File: src/rtl/otter_mem_arbiter_if.sv
// Bus bundle between the fetch/data/programmer requesters, the arbiter and the
// single memory port.
interface otter_mem_arbiter_if;
    logic        IF_REQ;
    logic [31:0] IF_ADDR;
    logic        IF_GNT;
    logic        IF_RVALID;
    logic        D_REQ;
    logic        D_WE;
    logic [31:0] D_ADDR;
    logic [31:0] D_WDATA;
    logic [2:0]  D_TYPE;
    logic        D_GNT;
    logic        D_RVALID;
    logic [31:0] RDATA;
    logic        P_WE;
    logic [31:0] P_ADDR;
    logic [31:0] P_WDATA;
    logic        P_GNT;
    logic        M_REQ;
    logic        M_WE;
    logic [31:0] M_ADDR;
    logic [31:0] M_WDATA;
    logic [2:0]  M_TYPE;
    logic        M_GNT;
    logic        M_RVALID;
    logic [31:0] M_RDATA;

    modport slave (
        input  IF_REQ, IF_ADDR, D_REQ, D_WE, D_ADDR, D_WDATA, D_TYPE,
               P_WE, P_ADDR, P_WDATA, M_GNT, M_RVALID, M_RDATA,
        output IF_GNT, IF_RVALID, D_GNT, D_RVALID, RDATA, P_GNT,
               M_REQ, M_WE, M_ADDR, M_WDATA, M_TYPE
    );

    modport master (
        output IF_REQ, IF_ADDR, D_REQ, D_WE, D_ADDR, D_WDATA, D_TYPE,
               P_WE, P_ADDR, P_WDATA, M_GNT, M_RVALID, M_RDATA,
        input  IF_GNT, IF_RVALID, D_GNT, D_RVALID, RDATA, P_GNT,
               M_REQ, M_WE, M_ADDR, M_WDATA, M_TYPE
    );
endinterface

File: src/rtl/otter_mem_arbiter.sv
// Single-port memory arbiter: programmer > starved fetch > data > fetch,
// one outstanding read at a time, read data steered back to its owner.
module otter_mem_arbiter #(
    parameter int unsigned STARVE_LIMIT = 4
) (
    input  logic                   CLK,
    input  logic                   RESET_N,
    otter_mem_arbiter_if.slave     bus
);
    localparam logic [3:0] LIMIT   = 4'(STARVE_LIMIT);
    localparam logic [2:0] TYPE_W  = 3'b010;

    typedef enum logic { IDLE, WAIT_RD } state_t;
    typedef enum logic { OWN_IF, OWN_D } owner_t;

    state_t     state, state_nxt;
    owner_t     owner, owner_nxt;
    logic [3:0] starve_cnt;

    always_ff @(posedge CLK or negedge RESET_N) begin
        if (!RESET_N) begin
            state <= IDLE;
            owner <= OWN_IF;
        end else begin
            state <= state_nxt;
            owner <= owner_nxt;
        end
    end

    always_ff @(posedge CLK or negedge RESET_N) begin
        if (!RESET_N) begin
            starve_cnt <= '0;
        end else if (state == IDLE) begin
            if (bus.IF_GNT)
                starve_cnt <= '0;
            else if (bus.IF_REQ && starve_cnt < LIMIT)
                starve_cnt <= starve_cnt + 4'd1;
        end
    end

    // Outputs are gated by RESET_N so everything reads idle while reset is held.
    always_comb begin
        state_nxt     = state;
        owner_nxt     = owner;
        bus.IF_GNT    = 1'b0;
        bus.D_GNT     = 1'b0;
        bus.P_GNT     = 1'b0;
        bus.IF_RVALID = 1'b0;
        bus.D_RVALID  = 1'b0;
        bus.RDATA     = '0;
        bus.M_REQ     = 1'b0;
        bus.M_WE      = 1'b0;
        bus.M_ADDR    = '0;
        bus.M_WDATA   = '0;
        bus.M_TYPE    = TYPE_W;
        if (RESET_N) begin
            case (state)
                IDLE: begin
                    if (bus.P_WE) begin
                        bus.M_REQ   = 1'b1;
                        bus.M_WE    = 1'b1;
                        bus.M_ADDR  = bus.P_ADDR;
                        bus.M_WDATA = bus.P_WDATA;
                        bus.P_GNT   = bus.M_GNT;
                    end else if (bus.IF_REQ && (starve_cnt == LIMIT || !bus.D_REQ)) begin
                        bus.M_REQ  = 1'b1;
                        bus.M_ADDR = bus.IF_ADDR;
                        bus.IF_GNT = bus.M_GNT;
                        if (bus.M_GNT) begin
                            state_nxt = WAIT_RD;
                            owner_nxt = OWN_IF;
                        end
                    end else if (bus.D_REQ) begin
                        bus.M_REQ   = 1'b1;
                        bus.M_WE    = bus.D_WE;
                        bus.M_ADDR  = bus.D_ADDR;
                        bus.M_WDATA = bus.D_WDATA;
                        bus.M_TYPE  = bus.D_TYPE;
                        bus.D_GNT   = bus.M_GNT;
                        if (bus.M_GNT && !bus.D_WE) begin
                            state_nxt = WAIT_RD;
                            owner_nxt = OWN_D;
                        end
                    end
                end
                WAIT_RD: begin
                    if (bus.M_RVALID) begin
                        bus.RDATA     = bus.M_RDATA;
                        bus.IF_RVALID = (owner == OWN_IF);
                        bus.D_RVALID  = (owner == OWN_D);
                        state_nxt     = IDLE;
                    end
                end
                default: state_nxt = IDLE;
            endcase
        end
    end
endmodule

File: src/flat_wrapper.sv
// flat-port wrapper written by rule: the top's interface ports become plain ports
module otter_mem_arbiter_flat 
#(
    parameter int unsigned STARVE_LIMIT = 4
)
  (CLK, RESET_N, bus_IF_REQ, bus_IF_ADDR, bus_D_REQ, bus_D_WE, bus_D_ADDR, bus_D_WDATA, bus_D_TYPE, bus_P_WE, bus_P_ADDR, bus_P_WDATA, bus_M_GNT, bus_M_RVALID, bus_M_RDATA, bus_IF_GNT, bus_IF_RVALID, bus_D_GNT, bus_D_RVALID, bus_RDATA, bus_P_GNT, bus_M_REQ, bus_M_WE, bus_M_ADDR, bus_M_WDATA, bus_M_TYPE);
  otter_mem_arbiter_if bus_i ();
  input  logic CLK;
  input  logic RESET_N;
  input wire logic [$bits(bus_i.IF_REQ)-1:0] bus_IF_REQ;
  input wire logic [$bits(bus_i.IF_ADDR)-1:0] bus_IF_ADDR;
  input wire logic [$bits(bus_i.D_REQ)-1:0] bus_D_REQ;
  input wire logic [$bits(bus_i.D_WE)-1:0] bus_D_WE;
  input wire logic [$bits(bus_i.D_ADDR)-1:0] bus_D_ADDR;
  input wire logic [$bits(bus_i.D_WDATA)-1:0] bus_D_WDATA;
  input wire logic [$bits(bus_i.D_TYPE)-1:0] bus_D_TYPE;
  input wire logic [$bits(bus_i.P_WE)-1:0] bus_P_WE;
  input wire logic [$bits(bus_i.P_ADDR)-1:0] bus_P_ADDR;
  input wire logic [$bits(bus_i.P_WDATA)-1:0] bus_P_WDATA;
  input wire logic [$bits(bus_i.M_GNT)-1:0] bus_M_GNT;
  input wire logic [$bits(bus_i.M_RVALID)-1:0] bus_M_RVALID;
  input wire logic [$bits(bus_i.M_RDATA)-1:0] bus_M_RDATA;
  output wire logic [$bits(bus_i.IF_GNT)-1:0] bus_IF_GNT;
  output wire logic [$bits(bus_i.IF_RVALID)-1:0] bus_IF_RVALID;
  output wire logic [$bits(bus_i.D_GNT)-1:0] bus_D_GNT;
  output wire logic [$bits(bus_i.D_RVALID)-1:0] bus_D_RVALID;
  output wire logic [$bits(bus_i.RDATA)-1:0] bus_RDATA;
  output wire logic [$bits(bus_i.P_GNT)-1:0] bus_P_GNT;
  output wire logic [$bits(bus_i.M_REQ)-1:0] bus_M_REQ;
  output wire logic [$bits(bus_i.M_WE)-1:0] bus_M_WE;
  output wire logic [$bits(bus_i.M_ADDR)-1:0] bus_M_ADDR;
  output wire logic [$bits(bus_i.M_WDATA)-1:0] bus_M_WDATA;
  output wire logic [$bits(bus_i.M_TYPE)-1:0] bus_M_TYPE;
  assign bus_i.IF_REQ = bus_IF_REQ;
  assign bus_i.IF_ADDR = bus_IF_ADDR;
  assign bus_i.D_REQ = bus_D_REQ;
  assign bus_i.D_WE = bus_D_WE;
  assign bus_i.D_ADDR = bus_D_ADDR;
  assign bus_i.D_WDATA = bus_D_WDATA;
  assign bus_i.D_TYPE = bus_D_TYPE;
  assign bus_i.P_WE = bus_P_WE;
  assign bus_i.P_ADDR = bus_P_ADDR;
  assign bus_i.P_WDATA = bus_P_WDATA;
  assign bus_i.M_GNT = bus_M_GNT;
  assign bus_i.M_RVALID = bus_M_RVALID;
  assign bus_i.M_RDATA = bus_M_RDATA;
  assign bus_IF_GNT = bus_i.IF_GNT;
  assign bus_IF_RVALID = bus_i.IF_RVALID;
  assign bus_D_GNT = bus_i.D_GNT;
  assign bus_D_RVALID = bus_i.D_RVALID;
  assign bus_RDATA = bus_i.RDATA;
  assign bus_P_GNT = bus_i.P_GNT;
  assign bus_M_REQ = bus_i.M_REQ;
  assign bus_M_WE = bus_i.M_WE;
  assign bus_M_ADDR = bus_i.M_ADDR;
  assign bus_M_WDATA = bus_i.M_WDATA;
  assign bus_M_TYPE = bus_i.M_TYPE;
  otter_mem_arbiter #(.STARVE_LIMIT(STARVE_LIMIT)) u_core (.CLK(CLK), .RESET_N(RESET_N), .bus(bus_i));
endmodule
File: config.mk
export PLATFORM = sky130hd
export DESIGN_NAME = otter_mem_arbiter_flat
export DESIGN_NICKNAME = d
export VERILOG_FILES = /design/src/rtl/otter_mem_arbiter_if.sv /design/src/rtl/otter_mem_arbiter.sv /design/src/flat_wrapper.sv
export SDC_FILE = /design/constraint.sdc
export NUM_CORES = 1
export LEC_CHECK = 0
export CORE_AREA = 2 2 120 122
export DETAILED_ROUTE_END_ITERATION = 10
export DIE_AREA = 0 0 122 124
export PLACE_DENSITY_LB_ADDON = 0.05
export SYNTH_ARGS = -nofsm -noshare
export SYNTH_HDL_FRONTEND = slang
export SYNTH_SLANG_ARGS = --single-unit
File: constraint.sdc
create_clock -name CLK -period 3.2 [get_ports CLK]
set_input_delay 0.8 -clock CLK [delete_from_list [all_inputs] [get_ports CLK]]
set_output_delay 0.8 -clock CLK [all_outputs]
set_load 0.1 [all_outputs]
==> run_results.csv <==
group,metric,value,unit
timing,fin_tns_setup,0,ps
layout,fin_area,0.00680,mm^2
layout,antennaDiodeCount,0,
yosys,synthArstFlopShare,100,%
global_route,grt_antenna_before_repair,0,
floorplan,start_util,14.6,%
yosys,synth_top_area_share,16.5,%
yosys,synth_top_cell_by_area,"a21oi_1",
placed_design,dp_cells,815,
layout,multiInputGateArea,0.00190,mm^2
timing,slew_viol_final,0,
detailed_routing,postRouteAntennaNets,0,
detailed_routing,wl_per_cell,18.1,um
timing,timing.fmax,322,MHz
timing,finalCriticalPeriod,3100,ps
placed_design,place.gp.congestion,0.792,
yosys,yosysUniqueCellTypes,32,
detailed_routing,drc_errors,0,
critical_path,worstSetupStartpointType,"primary input",
layout,fin_cells,818,
timing,rsz0062_at_grt,"no",
placed_design,dpl_cell_area,0.00670,mm^2
power,p_int,0.00105,W
placed_design,port_buffers,308,
worst_hold_path,hp-start,"u_core.owner$_DFFE_PN0P_",
detailed_routing,viasPerCell,4.73,
critical_path,cp.arrival,2300,ps
floorplan,pin_count,309,
worst_hold_path,hp-class,"register to register",
detailed_routing,drt-initial-drc-count,160,
clock_tree,clk_path_buf_depth,2,
power,powerDensity,341,mW/mm^2
clock_tree,cts_inserted_buffers,3,
yosys,synth_fp_nets,556,
critical_path,worstSetupPathType,"primary input to primary output",
yosys,syn_inst,351,
clock_tree,cts_tree,"built",
global_route,overflow,0,
yosys,ys.flop_type,"dfrtp_1",
flow_run,cap_violations,0,
floorplan,row_count,43,
timing,setup_viol_count_final,0,
critical_path,end_kind,"primary output",
status,status,"finished clean",
floorplan,die_h,124,um
clock_tree,clock-sinks,6,
layout,fin_nets,845,
timing,relSlewSlack,71.5,%
layout,final-seq-area,150,um^2
power,switching_share,54.6,%
yosys,avgSynthCellArea,5.70,um^2
global_route,grt_pass1_wl,21800,um
critical_path,ff2ff_setup_slack,1550,ps
global_route,grt_max_degree,59,
floorplan,die_area,0.0151,mm^2
clock_tree,cts-root-buf,"clkbuf_16",
placed_design,dpl.hpwl,11500,um
global_route,grt_pass1_vias,3973,
worst_hold_path,hold_depth,2,
critical_path,rr_startpoint,"u_core.starve_cnt[0]$_DFFE_PN0P_",
critical_path,critPathRequiredTime,2400,ps
power,p_leak,2.49,nW
timing,finalCritPeriodShare,96.9,%
yosys,ys_seq_elements,6,
detailed_routing,wirelength,14800,um
power,finalPower,0.00232,W
clock_tree,clkTransAtPathRegs,30,ps
yosys,yosysSeqAreaShare,7.50,%
yosys,yosysWarnings,0,
timing,tightest_slew,426,ps
power,power_frac_clock,9.0,%
global_route,grt_usage,18.3,%
timing,finalHoldViolCount,0,
yosys,syn-cell-area,0.00200,mm^2
detailed_routing,firstDrtPassIters,4,
clock_tree,insertion_delay,230,ps
critical_path,rr_endpoint,"u_core.owner$_DFFE_PN0P_",
power,seqPwrFrac,5.6,%
yosys,synth-edff-count,0,
layout,fill_cells,1319,
clock_tree,cts_max_level,1,
yosys,synth_area_leaders,"a21oi_1 17%, and2_1 10%, a31oi_1 10%, nand4_1 10%, o21ai_1 9.0%",
power,combPwrFrac,85.5,%
critical_path,crit_fanout,32,
timing,finalClockSkew,5.41,ps
layout,drive_gt1_share,33.1,%
clock_tree,hold_buffers,0,
layout,most-common-layout-cells,"199 x clkdlybuf4s50_1, 116 x buf_12, 65 x a21oi_2, 36 x o21ai_1, 35 x nand2_1",
floorplan,core,0.0137,mm^2
critical_path,reg2regPathDepth,7,
layout,final_common_cell,"clkdlybuf4s50_1",
worst_hold_path,min_to,"u_core.owner$_DFFE_PN0P_",
detailed_routing,vias,3872,
power,power_switching,0.00127,W
floorplan,die_w,122,um
power,ir_drop,157,uV
layout,synthToLayoutAreaGrowth,240,%
[critical path, stage by stage]
cell	delay (ps)
clkdlybuf4s50_1	550
and2b_2	220
buf_12	180
o21ai_0	150
a21oi_2	190
buf_12	200
[area by class of cell]
cell class	count	share of cell area [%]
timing repair buffer	331	65.2
inverter	5	0.276
multi-input combinational	293	27.9
sequential	6	2.21
clock buffer	3	1.10
tap	180	3.31
[worst max-delay path by stage]
stage / start / endpoint / slack [ps] / cells after the start
6_report: RESET_N / bus_M_ADDR[13] / 100 / 6
5_1_grt: RESET_N / bus_M_ADDR[20] / 20 / 6
3_3_place_gp: bus_IF_REQ / bus_M_ADDR[14] / 30 / 7
2_1_floorplan: bus_P_WE / bus_M_TYPE[0] / -520 / 3
3_5_place_dp: bus_IF_REQ / bus_M_ADDR[20] / 30 / 6
4_1_cts: bus_IF_REQ / bus_M_ADDR[17] / 20 / 6
[per-stage QoR]
stage	hold WS, ps	setup slack (ps)	util (%)
final	555	98.1	49.6
after global routing	575	21.4	49.6
after CTS	559	24.6	49.4
after detailed placement	539	25.9	48.8
after global placement	531	31.7	48.8
after floorplan	481	-517	-
[metal layers]
metal | GRT usage (%) | share of wire, % | vias to the layer above
met5 | 0 | 0 | -
met4 | 4.45 | 1.3 | 0
met3 | 5.45 | 10 | 14
met2 | 34.9 | 53 | 197
met1 | 19.7 | 36 | 1796
li1 | - | - | 1865
[Yosys cell counts (2+ instances only)]
cell type	count
and2b_1	2
o21ai_0	29
a21oi_1	66
nor3_1	2
and2_1	33
o21ai_1	36
ha_1	2
inv_1	4
buf_4	4
and3_1	2
nand2_1	35
nor2_1	6
nand4_1	32
nor2b_1	3
clkbuf_1	18
dfrtp_1	6
nor4_1	2
buf_2	24
a31oi_1	32
[what timing repair did]
action                     4_1_cts  5_1_grt
resized for setup                0        6
setup buffers                    0        0
setup endpoints to repair        0       31
[state kept, by name, indices dropped and copies added (netlist names)]
signal and cells:
u_core.owner 1, u_core.starve_cnt 4, u_core.state 1
[cell families after synthesis]
| kind of cell | count (synthesis) | share of synthesized area, % |
|---|---|---|
| flip-flops | 6 | 7.50 |
| AND/OR/NAND/NOR | 124 | 34.6 |
| XOR/XNOR | 1 | 0.438 |
| AO/OA/AOI/OAI | 165 | 43.7 |
| adder cells (fa/ha/maj) | 2 | 1.25 |
| buffers and inverters | 52 | 12.0 |
| multiplexers | 1 | 0.500 |
[power by group through the flow]
stage	sequential, W	combinational (W)	clock, W
floorplan	0.000124	0.00113	0
global placement	0.000130	0.00197	0
detailed placement	0.000130	0.00198	0
CTS	0.000130	0.00199	0.000208
global route	0.000133	0.00207	0.000214
finish	0.000129	0.00198	0.000208
Note: power is estimated with default switching activity, not from simulation.
